**src/rtl/uart_inst_parser_if.sv**
```systemverilog
// Handshake bundle between the UART receive path, the instruction parser and the sequencer.
// The parser sits on the slave side; the host/driver environment uses master.
interface uart_inst_parser_if #(
  parameter int FIFO_AW = 2
);
  logic [7:0]       i_rx_data;
  logic             i_rx_valid;
  logic             i_hold;
  logic             i_clr;
  logic [7:0]       o_inst;
  logic             o_inst_valid;
  logic [FIFO_AW:0] o_fifo_level;
  logic             o_overflow;
  logic [7:0]       o_err_cnt;

  modport master (
    output i_rx_data, i_rx_valid, i_hold, i_clr,
    input  o_inst, o_inst_valid, o_fifo_level, o_overflow, o_err_cnt
  );

  modport slave (
    input  i_rx_data, i_rx_valid, i_hold, i_clr,
    output o_inst, o_inst_valid, o_fifo_level, o_overflow, o_err_cnt
  );
endinterface

```
**src/rtl/uart_inst_parser.sv**
```systemverilog
// Parses ASCII hex instruction lines ("3A\r") from the UART receiver, buffers them in a
// small FIFO and issues them to the sequencer as spaced single-cycle strobes.
module uart_inst_parser #(
  parameter int FIFO_AW   = 2,
  parameter int ISSUE_GAP = 16
) (
  input logic         clk,
  input logic         arst_i,
  uart_inst_parser_if.slave bus
);

  localparam int DEPTH = 1 << FIFO_AW;
  localparam int GAP_W = (ISSUE_GAP > 1) ? $clog2(ISSUE_GAP) : 1;
  localparam logic [GAP_W-1:0]   GAP_RELOAD = GAP_W'(ISSUE_GAP - 1);
  localparam logic [FIFO_AW:0]   LEVEL_FULL = (FIFO_AW + 1)'(DEPTH);

  typedef enum logic [1:0] {S_IDLE, S_HI, S_LO, S_ERR} state_t;

  function automatic logic is_hex(input logic [7:0] b);
    return (b >= 8'h30 && b <= 8'h39) || (b >= 8'h41 && b <= 8'h46) ||
           (b >= 8'h61 && b <= 8'h66);
  endfunction

  function automatic logic is_term(input logic [7:0] b);
    return (b == 8'h0D) || (b == 8'h0A);
  endfunction

  // Letters A-F/a-f have 1..6 in the low nibble, so adding 9 yields 10..15.
  function automatic logic [3:0] hex_val(input logic [7:0] b);
    return (b <= 8'h39) ? b[3:0] : (b[3:0] + 4'd9);
  endfunction

  function automatic logic [7:0] sat_inc(input logic [7:0] v);
    return (v == 8'hFF) ? v : (v + 8'd1);
  endfunction

  state_t           state, state_nx;
  logic             push_req, err_inc, latch_hi, latch_lo;
  logic             rx_hex, rx_term;
  logic [3:0]       hi_nib, lo_nib;

  logic             push_p1;
  logic [7:0]       push_byte_p1;

  logic [7:0]       mem [DEPTH];
  logic [FIFO_AW-1:0] wr_ptr, rd_ptr;
  logic [FIFO_AW:0] level;
  logic [GAP_W-1:0] gap;
  logic             pop, push_ok, fifo_full;
  logic [7:0]       inst;
  logic             inst_valid, overflow;
  logic [7:0]       err_cnt;

  assign rx_hex  = is_hex(bus.i_rx_data);
  assign rx_term = is_term(bus.i_rx_data);

  always_ff @(posedge clk or posedge arst_i) begin
    if (arst_i) state <= S_IDLE;
    else        state <= state_nx;
  end

  always_comb begin
    state_nx = state;
    push_req = 1'b0;
    err_inc  = 1'b0;
    latch_hi = 1'b0;
    latch_lo = 1'b0;
    if (bus.i_rx_valid) begin
      unique case (state)
        S_IDLE: begin
          if (rx_hex) begin
            latch_hi = 1'b1;
            state_nx = S_HI;
          end else if (!rx_term) begin
            state_nx = S_ERR;
          end
        end
        S_HI: begin
          if (rx_hex) begin
            latch_lo = 1'b1;
            state_nx = S_LO;
          end else if (rx_term) begin
            err_inc  = 1'b1;
            state_nx = S_IDLE;
          end else begin
            state_nx = S_ERR;
          end
        end
        S_LO: begin
          if (rx_term) begin
            push_req = 1'b1;
            state_nx = S_IDLE;
          end else begin
            state_nx = S_ERR;
          end
        end
        S_ERR: begin
          if (rx_term) begin
            err_inc  = 1'b1;
            state_nx = S_IDLE;
          end
        end
        default: state_nx = S_IDLE;
      endcase
    end
  end

  always_ff @(posedge clk) begin
    if (latch_hi) hi_nib <= hex_val(bus.i_rx_data);
    if (latch_lo) lo_nib <= hex_val(bus.i_rx_data);
  end

  // ---- stage p1: completed line waits one cycle before entering the FIFO ----
  always_ff @(posedge clk or posedge arst_i) begin
    if (arst_i) push_p1 <= 1'b0;
    else        push_p1 <= push_req;
  end

  always_ff @(posedge clk) begin
    if (push_req) push_byte_p1 <= {hi_nib, lo_nib};
  end

  // ---- FIFO and issue: a pop in the same cycle frees the slot a full FIFO needs ----
  assign fifo_full = (level == LEVEL_FULL);
  assign pop       = (level != '0) && !bus.i_hold && (gap == '0);
  assign push_ok   = push_p1 && (!fifo_full || pop);

  always_ff @(posedge clk) begin
    if (push_ok) mem[wr_ptr] <= push_byte_p1;
  end

  always_ff @(posedge clk or posedge arst_i) begin
    if (arst_i) begin
      wr_ptr     <= '0;
      rd_ptr     <= '0;
      level      <= '0;
      gap        <= '0;
      inst       <= '0;
      inst_valid <= 1'b0;
      overflow   <= 1'b0;
      err_cnt    <= '0;
    end else begin
      if (push_ok) wr_ptr <= wr_ptr + 1'b1;
      if (pop)     rd_ptr <= rd_ptr + 1'b1;
      unique case ({push_ok, pop})
        2'b10:   level <= level + 1'b1;
        2'b01:   level <= level - 1'b1;
        default: level <= level;
      endcase

      inst_valid <= pop;
      if (pop) begin
        inst <= mem[rd_ptr];
        gap  <= GAP_RELOAD;
      end else if (gap != '0) begin
        gap <= gap - 1'b1;
      end

      if (bus.i_clr)                          overflow <= 1'b0;
      else if (push_p1 && fifo_full && !pop)  overflow <= 1'b1;

      if (bus.i_clr)    err_cnt <= '0;
      else if (err_inc) err_cnt <= sat_inc(err_cnt);
    end
  end

  assign bus.o_inst       = inst;
  assign bus.o_inst_valid = inst_valid;
  assign bus.o_fifo_level = level;
  assign bus.o_overflow   = overflow;
  assign bus.o_err_cnt    = err_cnt;

endmodule
```
**src/flat_wrapper.sv**
```systemverilog
// flat-port wrapper written by rule: the top's interface ports become plain ports
module uart_inst_parser_flat 
#(
  parameter int FIFO_AW   = 2,
  parameter int ISSUE_GAP = 16
)
  (clk, arst_i, bus_i_rx_data, bus_i_rx_valid, bus_i_hold, bus_i_clr, bus_o_inst, bus_o_inst_valid, bus_o_fifo_level, bus_o_overflow, bus_o_err_cnt);
  uart_inst_parser_if #(.FIFO_AW(FIFO_AW)) bus_i ();
  input logic clk;
  input logic arst_i;
  input wire logic [$bits(bus_i.i_rx_data)-1:0] bus_i_rx_data;
  input wire logic [$bits(bus_i.i_rx_valid)-1:0] bus_i_rx_valid;
  input wire logic [$bits(bus_i.i_hold)-1:0] bus_i_hold;
  input wire logic [$bits(bus_i.i_clr)-1:0] bus_i_clr;
  output wire logic [$bits(bus_i.o_inst)-1:0] bus_o_inst;
  output wire logic [$bits(bus_i.o_inst_valid)-1:0] bus_o_inst_valid;
  output wire logic [$bits(bus_i.o_fifo_level)-1:0] bus_o_fifo_level;
  output wire logic [$bits(bus_i.o_overflow)-1:0] bus_o_overflow;
  output wire logic [$bits(bus_i.o_err_cnt)-1:0] bus_o_err_cnt;
  assign bus_i.i_rx_data = bus_i_rx_data;
  assign bus_i.i_rx_valid = bus_i_rx_valid;
  assign bus_i.i_hold = bus_i_hold;
  assign bus_i.i_clr = bus_i_clr;
  assign bus_o_inst = bus_i.o_inst;
  assign bus_o_inst_valid = bus_i.o_inst_valid;
  assign bus_o_fifo_level = bus_i.o_fifo_level;
  assign bus_o_overflow = bus_i.o_overflow;
  assign bus_o_err_cnt = bus_i.o_err_cnt;
  uart_inst_parser #(.FIFO_AW(FIFO_AW), .ISSUE_GAP(ISSUE_GAP)) u_core (.clk(clk), .arst_i(arst_i), .bus(bus_i));
endmodule
```
**config.mk**
```make
export PLATFORM = sky130hd
export DESIGN_NAME = uart_inst_parser_flat
export DESIGN_NICKNAME = d
export VERILOG_FILES = /design/src/rtl/uart_inst_parser_if.sv /design/src/rtl/uart_inst_parser.sv /design/src/flat_wrapper.sv
export SDC_FILE = /design/constraint.sdc
export NUM_CORES = 1
export LEC_CHECK = 0
export ABC_CLOCK_PERIOD_IN_PS = 3700
export CAP_MARGIN = 25
export CELL_PAD_IN_SITES_DETAIL_PLACEMENT = 0
export CELL_PAD_IN_SITES_GLOBAL_PLACEMENT = 1
export CORE_ASPECT_RATIO = 0.7
export CORE_MARGIN = 4
export CORE_UTILIZATION = 25
export DETAILED_ROUTE_END_ITERATION = 6
export PLACE_DENSITY_LB_ADDON = 0.1
export SLEW_MARGIN = 20
export SYNTH_ARGS = -nofsm -noshare
export SYNTH_HDL_FRONTEND = slang
export SYNTH_SLANG_ARGS = --single-unit
```
**constraint.sdc**
```tcl
create_clock -name clk -period 3.7 [get_ports clk]
set_clock_uncertainty 0.1 [all_clocks]
set_input_delay 0.925 -clock clk [delete_from_list [all_inputs] [get_ports clk]]
set_output_delay 0.925 -clock clk [all_outputs]
set_load 0.01 [all_outputs]
```
==> flow_metrics.tcl, run 1 <==
set metrics [dict create \
    routedWlPerCell_um 14.13 \
    vias 1961 \
    ys_warn_count 0 \
    drc 0 \
    ir_worst_vdd_v 0.0001873 \
    drv_slew 0 \
    core-area_um2 13310 \
    clk_pin_slew_ps 60 \
    layout_common_cells "48 x edfxtp_1, 33 x clkdlybuf4s50_1, 32 x dfrtp_1" \
    area_growth_pct 23.97 \
    grt_max_degree 21 \
    grt_pass1_vias 2044 \
    setup_viol 0 \
    cts_buffers 9 \
    clock_latency_ps 330 \
    finalHoldViolCount 0 \
    cts_resized 0 \
    final_layout_size_suffix_gt1_frac 0.1655 \
    period_share 0.7881 \
    fin_nets 297 \
    synth.avg_cell_area_um2 14.94 \
    netlist-cell-type-count 44 \
    dr.pass1.iters 4 \
    synth_nets 255 \
    end_kind "register" \
    cts_sinks 80 \
    drt-total-wl_um 6540 \
    grt-ovfl-total 0 \
    antenna_left 0 \
    die_y_um 106.3 \
    worst_pin_slew_ps 797.3 \
    start_util 0.2592 \
    p_per_area_nw_per_um2 569.9 \
    hold_slack_ps 317.3 \
    fmax_mhz 342.9 \
    path_max_fanout 13 \
    gp_congestion 0.6873 \
    dp_hpwl_um 4720 \
    cts_hold_buf 0 \
    path_class "in2reg" \
    maxCapViolCount 0 \
    die_area_um2 15780 \
    cts_setup_buffers 0 \
    top_level_ports 34 \
    slew_headroom 0.4679 \
    cts_max_level 3 \
    cts_tree "built" \
    p_leak_nw 1.528 \
    chipWidth_um 148.4 \
    port_buffers 33 \
    clock-root-buffer "clkbuf_16" \
    synth-seq-cells 80 \
    clk_path_buf_depth 2 \
    critPathArrivalTime_ps 3060 \
    outcome "complete, no violations" \
    crit_required_ps 3850 \
    rsz0062_at_grt "false" \
    yosysSeqAreaShare 0.6497 \
    syn_inst 231 \
    crit_path_start_kind "input pin" \
    initialDrtViolationCount 97 \
    syn-cell-area_um2 3451 \
    final_common_cell "edfxtp_1" \
    viasPerCell 4.235 \
    setup-tns-final_ps 0 \
    antenna_found_initial 0 \
    period_minus_slack_ps 2916 \
    grt_pass1_wl_um 10810 \
    antennaDiodeCount 0 \
    rows 35 \
    finish.utilization 0.3213 \
    hp-class "reg2reg" \
    globalRouteTotalUtil 0.08982 \
]
path summary, 6_finish.rpt:
kind	startpoint	slack (ps)	endpoint	cells after the start
setup / recovery	bus_i_rx_data[0]	780	u_core.bus.o_err_cnt[6]$_DFFE_PP0P_	6
hold / removal	u_core.hi_nib[3]$_DFFE_PP_	320	u_core.push_byte_p1[7]$_DFFE_PP_	0
setup reg to reg	u_core.gap[0]$_DFFE_PP0P_	830	u_core.mem[3][4]$_DFFE_PP_	7
hold reg to reg	u_core.hi_nib[3]$_DFFE_PP_	320	u_core.push_byte_p1[7]$_DFFE_PP_	0
max in group asynchronous	arst_i	1940	u_core.rd_ptr[1]$_DFFE_PP0P_	3
min in group asynchronous	arst_i	940	u_core.rd_ptr[0]$_DFFE_PP0P_	2
metrics by stage:
| step | power, mW | cells | worst slack (ps) | instance area (um2) |
|---|---|---|---|---|
| 3_5_place_dp | 1.653 | 447 | 433.9 | 3998 |
| 4_1_cts | 2.494 | 463 | 776.8 | 4278 |
| 5_1_grt | 2.593 | 463 | 598.5 | 4278 |
| 6_report | 2.438 | 463 | 784.0 | 4278 |
| 3_3_place_gp | 1.651 | 447 | 432.4 | 3998 |
| 2_1_floorplan | 1.453 | 231 | 1033 | 3451 |
kinds of logic after synthesis:
family | count (synthesis) | synth area share
simple gates | 60 | 0.1008
buf+inv | 18 | 0.02756
compound gates | 34 | 0.06708
fa+ha+maj | 11 | 0.04206
mux | 21 | 0.09500
flops | 80 | 0.6497
xor+xnor | 7 | 0.01777
metal layers:
metal  GRT usage  part of all wire  vias to the layer above
met1      0.1282              0.52                      954
met2      0.1232              0.42                       39
li1            -                 -                      963
met3     0.03579             0.050                        5
met4     0.02966             0.010                        0
met5           0                 0                        -
state kept, by name, summed over array words and instances, names as in the netlist:
register,count
u_core.mem,32
u_core.bus.o_err_cnt,8
u_core.bus.o_inst,8
u_core.push_byte_p1,8
u_core.gap,4
u_core.hi_nib,4
u_core.lo_nib,4
u_core.bus.o_fifo_level,3
u_core.rd_ptr,2
u_core.state,2
u_core.wr_ptr,2
u_core.bus.o_inst_valid,1
u_core.bus.o_overflow,1
u_core.push_p1,1
Yosys cell counts, drive strengths merged:
| library cell | number | area [um2] |
|---|---|---|
| nor3b | 4 | 30.03 |
| nor2 | 8 | 30.03 |
| nand3 | 7 | 35.03 |
| clkbuf | 1 | 3.750 |
| and2 | 5 | 31.28 |
| dfrtp | 32 | 800.8 |
| or2 | 1 | 6.260 |
| o311ai | 1 | 8.760 |
| nor3 | 4 | 20.02 |
| ha | 10 | 125.1 |
| xnor2 | 5 | 43.79 |
| nand2 | 7 | 26.28 |
| a41oi | 3 | 26.28 |
| fa | 1 | 20.02 |
| buf | 5 | 41.29 |
| or3b | 3 | 26.28 |
| edfxtp | 48 | 1441 |
| inv | 11 | 41.29 |
| mux4 | 8 | 180.2 |
| mux2i | 2 | 20.02 |
| o21ai | 8 | 43.79 |
| o221a | 1 | 11.26 |
| or3 | 3 | 18.77 |
| o21a | 1 | 15.01 |
| o31ai | 5 | 37.54 |
| clkinv | 1 | 8.760 |
| and3 | 6 | 37.54 |
| o32ai | 1 | 8.760 |
| nand2b | 5 | 31.28 |
| and4bb | 1 | 12.51 |
| nand4 | 2 | 12.51 |
| xor2 | 2 | 17.52 |
| o22ai | 1 | 6.260 |
| mux2 | 11 | 127.6 |
| a31oi | 1 | 6.260 |
| o21bai | 3 | 22.52 |
| or4 | 4 | 30.03 |
| a21oi | 9 | 45.04 |
final cells by class:
type | count | area, um2
clock inverters | 7 | 55.05
clock buffers | 9 | 225.2
flip-flops and latches | 80 | 2242
well taps | 185 | 231.5
fillers | 1362 | 9035
inverters | 12 | 50.05
repair buffers | 37 | 360.3
multi-input cells | 133 | 1114
report_power, final:
| group | switching (mW) | internal (mW) | leakage (nW) | total, mW |
|---|---|---|---|---|
| clock network | 0.362 | 0.460 | 0.128 | 0.822 |
| registers | 0.111 | 1.03 | 0.829 | 1.15 |
| logic | 0.176 | 0.294 | 0.571 | 0.470 |
critical path, stage by stage:
cell,delay [ps]
clkdlybuf4s50_1,560
ha_1,210
mux2_2,190
nand4_1,390
or4_1,630
a21oi_1,140
Note: power is estimated with default switching activity, not from simulation.
==> run 2, diff against run 1 <==
- ABC_CLOCK_PERIOD_IN_PS: 3700 -> 2400
- clock period: 3.7 -> 2.4 ns (I/O delays scaled with it)
==> run 2 against run 1 <==
  * Hold slack got worse by 2.3 ps
  * Register-to-register slack got worse by 830 ps
  * Design area rose by 9.6%
  * Worst setup slack got worse by 780 ps
  * Via count rose by 7.3%
  * Wire length rose by 4.2%
  * Die area did not move
==> flow_metrics.tcl, run 2 (same netlist as run 1, synthesis figures left out) <==
set metrics [dict create \
    vias 2104 \
    rsz0062_at_grt "true" \
    start_util 0.2592 \
    final_layout_size_suffix_gt1_frac 0.3165 \
    drt-total-wl_um 6817 \
    fin_total_pwr_mw 4.115 \
    nFillCells 1324 \
    final_common_cell "edfxtp_1" \
    clock_latency_ps 330 \
    chipWidth_um 148.4 \
    die_area_um2 15780 \
    initialDrtViolationCount 98 \
    crit_required_ps 2510 \
    p_per_area_nw_per_um2 877.4 \
    fin_nets 335 \
    drv_slew 0 \
    slowest_stage "or3_4" \
    worst_pin_slew_ps 695.5 \
    drc 0 \
    antenna_found_initial 0 \
    top_register "u_core.mem" \
    cp_cell_sequence "inv_2, ha_4, or3b_4, or3_4, clkinv_4, nand2b_4, fa_2, nand2b_1, o22ai_2, xor2_1" \
    cts_max_level 3 \
    ir_worst_vdd_v 0.0002905 \
    cts_sinks 80 \
    layout_common_cells "48 x edfxtp_1, 39 x buf_4, 33 x clkdlybuf4s50_1" \
    globalRouteTotalUtil 0.09305 \
    routedWlPerCell_um 13.61 \
    setup-tns-final_ps 0 \
    top_level_ports 34 \
    path_class "reg2reg" \
    fin_area_um2 4690 \
    period_minus_slack_ps 2399 \
    cts_hold_buf 0 \
    switching_share 0.2518 \
    ff2ff_path_depth 10 \
    path_buf_inv 2 \
    path_max_fanout 4 \
    fmax_mhz 416.9 \
    largest_reg_flops 32 \
    maxCapViolCount 0 \
    die_y_um 106.3 \
    area_growth_pct 35.90 \
    p_comb_frac 0.233 \
    viasPerCell 4.200 \
    critPathArrivalTime_ps 2510 \
    dp_hpwl_um 4844 \
    multi_input_area_um2 1196 \
    min_path_cells 0 \
    cts_tree "built" \
    clk_path_buf_depth 2 \
    cp_num_cells 10 \
    grt-ovfl-total 0 \
    slew_headroom 0.5328 \
    outcome "complete, no violations" \
    setup_viol 0 \
    crit_family "simple AND/OR/NAND/NOR gates" \
    p_clk_frac 0.341 \
    finalHoldViolCount 0 \
    dr.pass1.iters 4 \
    core-area_um2 13310 \
    cts_buffers 9 \
    grt_pass1_vias 2121 \
    place_area_um2 4278 \
    finish.utilization 0.3523 \
    rows 35 \
    clock-root-buffer "clkbuf_16" \
    clk_pin_slew_ps 60 \
    p_switching_mw 1.036 \
    antennaDiodeCount 0 \
    crit_path_start_kind "register" \
    grt_pass1_wl_um 11300 \
    regArea_um2 2242 \
    grt_max_degree 33 \
    hp-class "reg2reg" \
    intPower_mw 3.079 \
    cpPeakStageDelay_ps 420 \
    hold_slack_ps 315.0 \
    port_buffers 33 \
    seqPwrFrac 0.425 \
    end_kind "register" \
    p_leak_nw 1.754 \
    gp_congestion 0.6811 \
    antenna_left 0 \
    period_share 0.9995 \
]
==> run 2: changes by cell type in the layout (fill, tap and decap cells not counted), moves of 2 or more <==
cell and delta:
clkbuf_1 +2, buf_4 +35, and2_1 -4, inv_1 -2, ha_1 -2, clkinvlp_4 -3, or3b_4 +2, and2_2 +4
inv_2 +2
==> run 2: final timing paths <==
kind                                                          endpoint  slack (ps)                  startpoint
worst min-delay path                  u_core.push_byte_p1[7]$_DFFE_PP_         310  u_core.hi_nib[3]$_DFFE_PP_
worst max-delay path            u_core.bus.o_fifo_level[2]$_DFFE_PP0P_           1   u_core.gap[0]$_DFFE_PP0P_
worst max register to register  u_core.bus.o_fifo_level[2]$_DFFE_PP0P_           1   u_core.gap[0]$_DFFE_PP0P_
worst min register to register        u_core.push_byte_p1[7]$_DFFE_PP_         310  u_core.hi_nib[3]$_DFFE_PP_
min in group asynchronous                    u_core.gap[2]$_DFFE_PP0P_         560                      arst_i
max in group asynchronous          u_core.bus.o_err_cnt[4]$_DFFE_PP0P_        1340                      arst_i
==> run 2: through the flow <==
stage / setup slack (ps) / cells
3_3_place_gp: -381.0 / 480
5_1_grt: -74.68 / 501
3_5_place_dp: -439.5 / 480
6_report: 1.143 / 501
2_1_floorplan: -224.4 / 231
4_1_cts: 2.163 / 496
==> run 2: cell type report <==
type / count / share of cell area
sequential: 80 / 0.4781
multi-input combinational: 133 / 0.2551
timing repair buffer: 75 / 0.1406
clock buffer: 12 / 0.05496
tap: 185 / 0.04936
clock inverter: 4 / 0.01121
inverter: 12 / 0.01067
==> run 2: power groups by stage <==
stage                     logic, mW  clock network [mW]  registers [mW]
after floorplan               0.503                   0            1.75
final                         0.960                1.40            1.75
after global routing           1.07                1.52            1.79
after detailed placement      0.923                   0            1.78
after CTS                     0.930                1.45            1.75
after global placement        0.924                   0            1.78
==> run 2: routing by layer <==
| metal | track usage | vias to the layer above | share of wire |
|---|---|---|---|
| met4 | 0.02966 | 0 | 0.011 |
| met5 | 0 | - | 0 |
| met1 | 0.1319 | 1020 | 0.50 |
| met2 | 0.1303 | 39 | 0.44 |
| li1 | - | 1036 | - |
| met3 | 0.03579 | 9 | 0.048 |
==> run 2: repair_timing <==
item	CTS	global route
cloned	0	1
pin swaps	1	5
resized for setup	3	11
setup buffers	0	4
setup endpoints to repair	35	41
==> run 3, diff against run 2 <==
- SKIP_LAST_GASP: unset -> 1
- SLEW_MARGIN: 20 -> unset
==> results of run 3 <==
Same layout as run 2: the final DEF is identical, and so are final timing and power.
